$ cat src/rtl/regfile_pkg.sv
// Shared constants and request type for the register-file write-back path.
package regfile_pkg;

    localparam int NUM_REGS = 32;
    localparam int ADDR_W   = 5;
    localparam int DATA_W   = 64;
    localparam logic [ADDR_W-1:0] ZERO_REG = 5'd31;

    typedef struct packed {
        logic [ADDR_W-1:0] addr;
        logic [DATA_W-1:0] data;
    } wr_req_t;

endpackage

$ cat src/rtl/regfile_wr_queue_dec.sv
// 5-to-32 decoder producing the raw register write enable for the queue head.
module dec_5to32
    import regfile_pkg::*;
(
    input  logic [ADDR_W-1:0]   addr_i,
    output logic [NUM_REGS-1:0] onehot_o
);

    assign onehot_o = NUM_REGS'(1) << addr_i;

endmodule

$ cat src/rtl/regfile_wr_queue.sv
// Write-back queue ahead of the register array: buffers writes, retires one per
// cycle and forwards pending data to both read ports.
module regfile_wr_queue #(
    parameter int DATA_W = 64,
    parameter int ADDR_W = 5,
    parameter int DEPTH  = 2
) (
    input  logic                     clk,
    input  logic                     reset,
    input  logic                     wr_valid,
    output logic                     wr_ready,
    input  logic [ADDR_W-1:0]        wr_addr,
    input  logic [DATA_W-1:0]        wr_data,
    input  logic                     hold,
    output logic                     commit_en,
    output logic [31:0]              commit_onehot,
    output logic [DATA_W-1:0]        commit_data,
    input  logic [ADDR_W-1:0]        rd_addr_a,
    input  logic [ADDR_W-1:0]        rd_addr_b,
    output logic                     fwd_hit_a,
    output logic                     fwd_hit_b,
    output logic [DATA_W-1:0]        fwd_data_a,
    output logic [DATA_W-1:0]        fwd_data_b,
    output logic [$clog2(DEPTH):0]   count
);
    import regfile_pkg::wr_req_t;
    import regfile_pkg::ZERO_REG;
    import regfile_pkg::NUM_REGS;

    localparam int PTR_W = $clog2(DEPTH);
    localparam int CNT_W = PTR_W + 1;
    localparam logic [CNT_W-1:0] DEPTH_C = CNT_W'(DEPTH);

    wr_req_t          mem_q [DEPTH];
    logic [PTR_W-1:0] head_q, head_d;
    logic [PTR_W-1:0] tail_q, tail_d;
    logic [CNT_W-1:0] count_q, count_d;
    logic             push;
    logic [NUM_REGS-1:0] dec_onehot;

    assign wr_ready  = !reset && (count_q < DEPTH_C);
    // Writes to the zero register complete the handshake but never occupy a slot.
    assign push      = wr_valid && wr_ready && (wr_addr != ZERO_REG);
    assign commit_en = (count_q != '0) && !hold && !reset;
    assign count     = count_q;

    always_comb begin
        head_d  = head_q;
        tail_d  = tail_q;
        if (push)      tail_d = tail_q + PTR_W'(1);
        if (commit_en) head_d = head_q + PTR_W'(1);
        count_d = count_q + CNT_W'(push) - CNT_W'(commit_en);
    end

    always_ff @(posedge clk) begin
        if (reset) begin
            head_q  <= '0;
            tail_q  <= '0;
            count_q <= '0;
        end else begin
            head_q  <= head_d;
            tail_q  <= tail_d;
            count_q <= count_d;
        end
    end

    always_ff @(posedge clk) begin
        if (push) begin
            mem_q[tail_q].addr <= wr_addr;
            mem_q[tail_q].data <= wr_data;
        end
    end

    dec_5to32 u_dec (
        .addr_i   (mem_q[head_q].addr),
        .onehot_o (dec_onehot)
    );

    assign commit_onehot = dec_onehot & {NUM_REGS{commit_en}};
    assign commit_data   = commit_en ? mem_q[head_q].data : '0;

    // Entries viewed by age: offset 0 is the head (oldest), higher offsets are younger.
    wr_req_t          ent [DEPTH];
    logic [DEPTH-1:0] hit_a, hit_b;

    for (genvar k = 0; k < DEPTH; k++) begin : g_fwd
        logic [PTR_W-1:0] slot;
        logic             live;
        assign slot     = head_q + PTR_W'(k);
        assign ent[k]   = mem_q[slot];
        assign live     = CNT_W'(k) < count_q;
        assign hit_a[k] = live && (ent[k].addr == rd_addr_a);
        assign hit_b[k] = live && (ent[k].addr == rd_addr_b);
    end

    // Ascending scan with overwrite leaves the youngest match in place.
    always_comb begin
        fwd_hit_a  = 1'b0;
        fwd_data_a = '0;
        fwd_hit_b  = 1'b0;
        fwd_data_b = '0;
        for (int k = 0; k < DEPTH; k++) begin
            if (!reset && rd_addr_a != ZERO_REG && hit_a[k]) begin
                fwd_hit_a  = 1'b1;
                fwd_data_a = ent[k].data;
            end
            if (!reset && rd_addr_b != ZERO_REG && hit_b[k]) begin
                fwd_hit_b  = 1'b1;
                fwd_data_b = ent[k].data;
            end
        end
    end

endmodule

$ cat config.mk
export PLATFORM = sky130hd
export DESIGN_NAME = regfile_wr_queue
export DESIGN_NICKNAME = d
export VERILOG_FILES = /design/src/rtl/regfile_pkg.sv /design/src/rtl/regfile_wr_queue_dec.sv /design/src/rtl/regfile_wr_queue.sv
export SDC_FILE = /design/constraint.sdc
export NUM_CORES = 1
export LEC_CHECK = 0
export BUFFER_PORTS_ARGS = -buffer_cell sky130_fd_sc_hd__buf_2
export CORE_MARGIN = 4
export CORE_UTILIZATION = 47
export CTS_CLUSTER_DIAMETER = 150
export DETAILED_ROUTE_END_ITERATION = 6
export HOLD_SLACK_MARGIN = 0.1
export PLACE_DENSITY = 0.82
export SETUP_SLACK_MARGIN = 0.02
export SYNTH_ARGS = -nofsm -noshare
export SYNTH_HDL_FRONTEND = slang
export SYNTH_HIERARCHICAL = 1
export SYNTH_SLANG_ARGS = --single-unit
export TNS_END_PERCENT = 10
$ cat constraint.sdc
create_clock -name clk -period 3.8 [get_ports clk]
set_input_delay 0.19 -clock clk [delete_from_list [all_inputs] [get_ports clk]]
set_output_delay 0.19 -clock clk [all_outputs]
set_load 0.01 [all_outputs]
# Word-level counts from Yosys, hierarchy flattened
# Memory sizes are Yosys's and may differ from the RTL's. A register that Yosys moved wholly into a read port is not among the register bits.
# Cells that the tools add are included.
# word_totals
inputBits	83
reg_bits	4
mem_count	1
mem_bits_rw	138
out_inout_bits	230
elab_cells	51
# memory_table
name	depth	width	rd	rd_ports_with_merged_regs	wr	line	text
mem_q	2	69	2	1	1	regfile_wr_queue.sv:34	wr_req_t mem_q [DEPTH];
# classes
magnitude_cmp	3
shifts	1
eq_ne	7
add_sub_neg	4
reduce_logical	18
mux	13
n_bitwise	1
# ops
operator	n
$mux W64	5
$and A32 B32 Y32	1
$shl A1 B5 Y32 const A	1
$eq A5 B5 Y1	4
$logic_and A1 B1 Y1	15
$ne A5 B5 Y1 const B	3
$mux W1	8
$lt A1 B2 Y1 const A	2
$add A1 B1 Y1 const B	2
$add A2 B1 Y2	1
$logic_not A1 Y1	2
$lt A2 B2 Y1 const B	1
$reduce_bool A2 Y1	1
$sub A2 B1 Y2	1

# Depth between registers and ports, before layout
# depth
depth_word	6
depth_mapped	8
depth_no_buf	7

# Modules after synthesis
# The synthesis kept the hierarchy.
# by_module_without_submodules
mod	area_each_um2	cells_per_inst	instances	seq_area_each_um2
regfile_wr_queue	9236.4	776	1	4244.1
dec_5to32	214.0	47	1	0.0

# Worst setup path before layout
# OpenSTA, ideal clock, no wires.
# synth_path
kind	input -> register
startpoint	in reset
endpoint	mem mem_q[0][0] in the netlist's numbering, enable pin
t_arrival_ps	3714
path_slack_ps	-411
setup_time_ps	497
n_path_buf	1
t_required_ps	3303
cell_stages	4
path_cell_list	clkbuf_1 -> nor2_1 -> o211ai_1 -> nor2_1
# synth_between
elab_chain_len	6
# synth_lines
element	line	text
start, declared	regfile_wr_queue.sv:9	input logic reset,
$logic_not A1 Y1	regfile_wr_queue.sv:41	assign wr_ready = !reset && (count_q < DEPTH_C);
$logic_and A1 B1 Y1	regfile_wr_queue.sv:41	
via wr_ready	regfile_wr_queue.sv:11	output logic wr_ready,
$logic_and A1 B1 Y1 (2 in a row)	regfile_wr_queue.sv:43	assign push = wr_valid && wr_ready && (wr_addr != ZERO_REG);
$mux W1	regfile_wr_queue.sv:68	if (push) begin
$mux W1 (not written as such)	regfile_wr_queue.sv:70	mem_q[tail_q].data <= wr_data;
end, declared	regfile_wr_queue.sv:34	
# The timed path passes the listed nets, and every way through them passes these cells.

==> results by group <==
Route
  – Routed wire per std cell: 19.3 µm
  – DRC violation total after the first TritonRoute iteration: between 400 and 500
  – Routed Wire Length: 27.8 mm
  – Detail-routed via count per cell: 5.65
  – DR vias: ~8200
  – Remaining number of nets flagged by the antenna check after routing: 0
  – First-pass detailed-route iteration total: 5
  – Count of unresolved DRC violations after routing: 0

Timing
  – Maximum operating frequency: between 0.3 and 0.4 GHz
  – Pin slew with the least headroom to its limit: 0.840 ns
  – Fin crit period: 3.21 ns
  – Clock skew after layout: ~0.0096 ns
  – Count of pins over their slew limit: 0
  – Unrepaired setup endpoints after global routing: no
  – Number of hold violations in the final report: 0
  – Worst max-slew margin expressed relative to the limit: between 40% and 50%
  – Final WS setup: 0.588 ns
  – Post-route clock period utilization: 84.5%
  – Final Setup Violations: 0
  – Hold slack final: 0.389 ns

Finish
  – Share of post-route cells with drive strength above 1: between 30% and 40%
  – Number of diodes added for antenna fixing: 0
  – Net total in the final layout: between 1000 and 1500
  – Fillers: 1551
  – Non-filler instance count after layout: 1443
  – Area added between synthesis and finish: 30.9%

Synth
  – Syn_nets: 908
  – Flip-flop and latch count after synthesis: 143
  – Portion of the post-synthesis area used by sequential elements: 44.9%
  – Post-Synthesis Cells: 823
  – Syn avg cell area: ~11 µm²
  – Mapped Area: 0.00945 mm²
  – Distinct cell type count of the synthesized netlist: 36
  – Count of yosys warnings during synthesis: 6

Die
  – Die Span Y: 150 µm
  – Width of the chip: 150 µm
  – DIE AREA: between 0.02 and 0.025 mm²
  – FP Rows: 51
  – Std-Cell Core Area: 0.0196 mm²
  – Initial core utilization: 48.2%
  – Boundary pin count: ~310

Global route
  – Initial antenna violation count: 0
  – Wire length of the first global-routing pass: approximately 43 mm
  – Via count of the first global-routing pass: 8258
  – Maximum number of pins on one net before global-route repair: 66
  – Combined global-route utilization of all metal layers: 24.2%
  – Residual overflow from global routing: 0

Run
  – # Max-Cap Violations: 0

Placed design
  – Total instance count after detailed placement: 1342
  – Gpl congestion: 0.842
  – Worst-case setup slack after placement: 1.09 ns
  – Number of buffer cells added on primary ports: about 310
  – HPWL reported at the end of detailed placement: roughly 19 mm

Critical path
  – Startpoint type of the worst setup path: flop
  – Worst EP arrival: 3.02 ns
  – Worst Path Buf+Inv: 3
  – Ordered list of cells on the worst path: buf_4 -> mux2i_2 -> xnor2_1 -> nor4_4 -> buf_4 -> nand4_1 -> mux2i_1 -> buf_2
  – Data required time of the worst path: 3.61 ns
  – Crit path max-delay family: buffers and inverters
  – Reg2reg path depth: 7
  – Critical Path Most Common Cell: buf_4
  – Classification of the worst setup path: flop to output pin
  – Slowest cell delay on critical path: between 0.4 and 0.5 ns
  – Endpoint class of the critical path: output pin
  – Maximum fanout along the worst path: 38
  – Capture point of the worst reg-to-reg path: count[0]
  – Reg-to-reg slack, setup: 1.82 ns
  – Critical path's slowest cell: buf_4
  – Reg-to-reg critical path startpoint: count[1]

CTS
  – Root Buffer Master: clkbuf_16
  – Clock transition at the register clock pins on the worst setup and hold paths after CTS: 0.06 ns
  – CTS H-tree lvls: 4
  – Num Clock Sinks: 143
  – Worst-skew pair later-pin latency: 0.41 ns
  – Number of clock buffers inserted by TritonCTS: 17
  – Post-CTS setup buffer count: 0
  – Clock tree from TritonCTS: done
  – Number of buffers between clock root and the deepest sink: 2

Power
  – Cell Pwr Density: 382 mW/mm²
  – Max IR drop VDD: 0.284 mV
  – Cell leakage power: 5.94 nW

Run status
  – Outcome: finished, final reports clean

Min path
  – Hold-critical path depth: 4
  – Startpoint of the tightest hold check path: wr_valid
  – Hold/Removal Path Class: input port to flop
  – Worst Hold End: tail_q
==> report_power, final <==
| part | internal [mW] | switching (mW) |
|---|---|---|
| Combinational | 0.473 | 0.759 |
| Clock | 0.968 | 0.643 |
| Sequential | 1.83 | 0.0468 |
==> layer usage <==
layer | global-route usage, % | up-vias | wire length [µm]
met5 | 0 | - | 0
met4 | 9.42 | 0 | 738
met3 | 4.54 | 59 | 2180
met2 | 41.8 | 424 | 13900
met1 | 30.1 | 3927 | 11000
li1 | - | 3740 | -
==> worst min-delay path, cell delays in order <==
cell	delay [ns]
buf_2	0.10
o211ai_1	0.30
xnor2_1	0.11
nor2_1	0.07
==> state kept, by name (all words and copies together), names as in the netlist, named ones only <==
name	count
tail_q	1
head_q	1
mem_q	138
count	2
==> synth_stat cells <==
| cell | n | area, µm² |
|---|---|---|
| nor3_1 | 1 | 5.00 |
| nor3_2 | 1 | 10.0 |
| or2_2 | 1 | 6.26 |
| nor4_2 | 1 | 12.5 |
| dlygate4sd1_1 | 1 | 8.76 |
| buf_8 | 4 | 60.1 |
| buf_4 | 15 | 113 |
| dfxtp_1 | 5 | 100 |
| nor2_1 | 43 | 161 |
| and3_1 | 1 | 6.26 |
| edfxtp_1 | 138 | 4140 |
| nand3b_1 | 3 | 22.5 |
| xnor2_1 | 19 | 166 |
| mux2i_1 | 199 | 1990 |
| buf_1 | 6 | 22.5 |
| nor2b_1 | 2 | 12.5 |
| or3b_1 | 3 | 26.3 |
| and4_1 | 1 | 8.76 |
| inv_1 | 7 | 26.3 |
| mux2_1 | 2 | 22.5 |
| buf_6 | 4 | 45.0 |
| mux2i_2 | 3 | 41.3 |
| nand4_1 | 65 | 407 |
| ha_1 | 2 | 25.0 |
| nand3_1 | 70 | 350 |
| clkbuf_1 | 34 | 128 |
| nand2b_1 | 2 | 12.5 |
| and2_1 | 96 | 601 |
| buf_12 | 2 | 40.0 |
| or3_1 | 1 | 6.26 |
| o211ai_1 | 1 | 7.51 |
| buf_2 | 14 | 70.1 |
| xor2_1 | 4 | 35.0 |
| nor4_1 | 2 | 12.5 |
| nand2_1 | 6 | 22.5 |
| mux2_2 | 64 | 721 |
==> worst max path at each step <==
stage	startpoint	endpoint	slack (ns)	depth (start not counted)
after floorplan	reset	mem_q[0][0]	-0.41	4
after global placement	flop	fwd_data_b[2]	1.13	8
after detailed placement	flop	fwd_data_a[59]	1.09	8
after CTS	flop	fwd_data_a[35]	0.59	8
after global routing	flop	fwd_data_a[2]	0.41	8
final	flop	fwd_data_a[35]	0.59	8
==> kinds of logic (layout without fill, tap and decap cells) <==
logic type	Yosys count	count (layout)	synth area share (%)
DFF	143	143	44.9
muxes	268	268	29.4
AOI/OAI and AO/OA	1	1	0.0795
adders and majority gates	2	2	0.265
buffers and inverters	87	442	5.43
and+or+nand+nor	299	299	17.8
xor gates and xnor gates	23	23	2.13
==> timing repair <==
| action | in CTS | in global routing |
|---|---|---|
| gates resized for setup | 0 | 0 |
| hold buffers | 70 | 0 |
| endpoints found under the hold margin | 141 | 0 |
==> layout make-up <==
class / count / area, µm² / share of cell area, %
multi-input combinational: 593 / 4760 / 38.4
sequential: 143 / 4250 / 34.4
timing repair buffer: 404 / 2440 / 19.7
clock buffer: 19 / 433 / 3.50
tap: 265 / 332 / 2.68
clock inverter: 12 / 135 / 1.09
inverter: 7 / 26.3 / 0.212
==> cell usage in the layout, fill, tap and decap left out, types with 3 or more instances in the layout <==
cell type and instances:
xor2_1 4, dlygate4sd3_1 70, nor2_4 4, nand4_1 65, buf_2 312, edfxtp_1 138, mux2i_2 3, inv_1 7
and2_1 96, xnor2_1 19, nand2_1 6, or3b_1 3, clkinvlp_4 4, clkbuf_16 17, mux2_2 64, dfxtp_1 3
nand3b_1 3, nand3_1 69, nor2_1 39, inv_6 4, buf_4 21, mux2i_1 199
==> through the flow <==
step           utilization [%]  total power [mW]  TNS, ns  cell area (µm²)
6_report                  63.2              4.72        0            12400
4_1_cts                   63.2              4.74        0            12400
3_3_place_gp              56.7              3.05        0            11100
2_1_floorplan                -              2.73   -56.69             9450
5_1_grt                   63.2              4.94        0            12400
3_5_place_dp              56.7              3.07        0            11100
(Power assumes the default switching activity.)
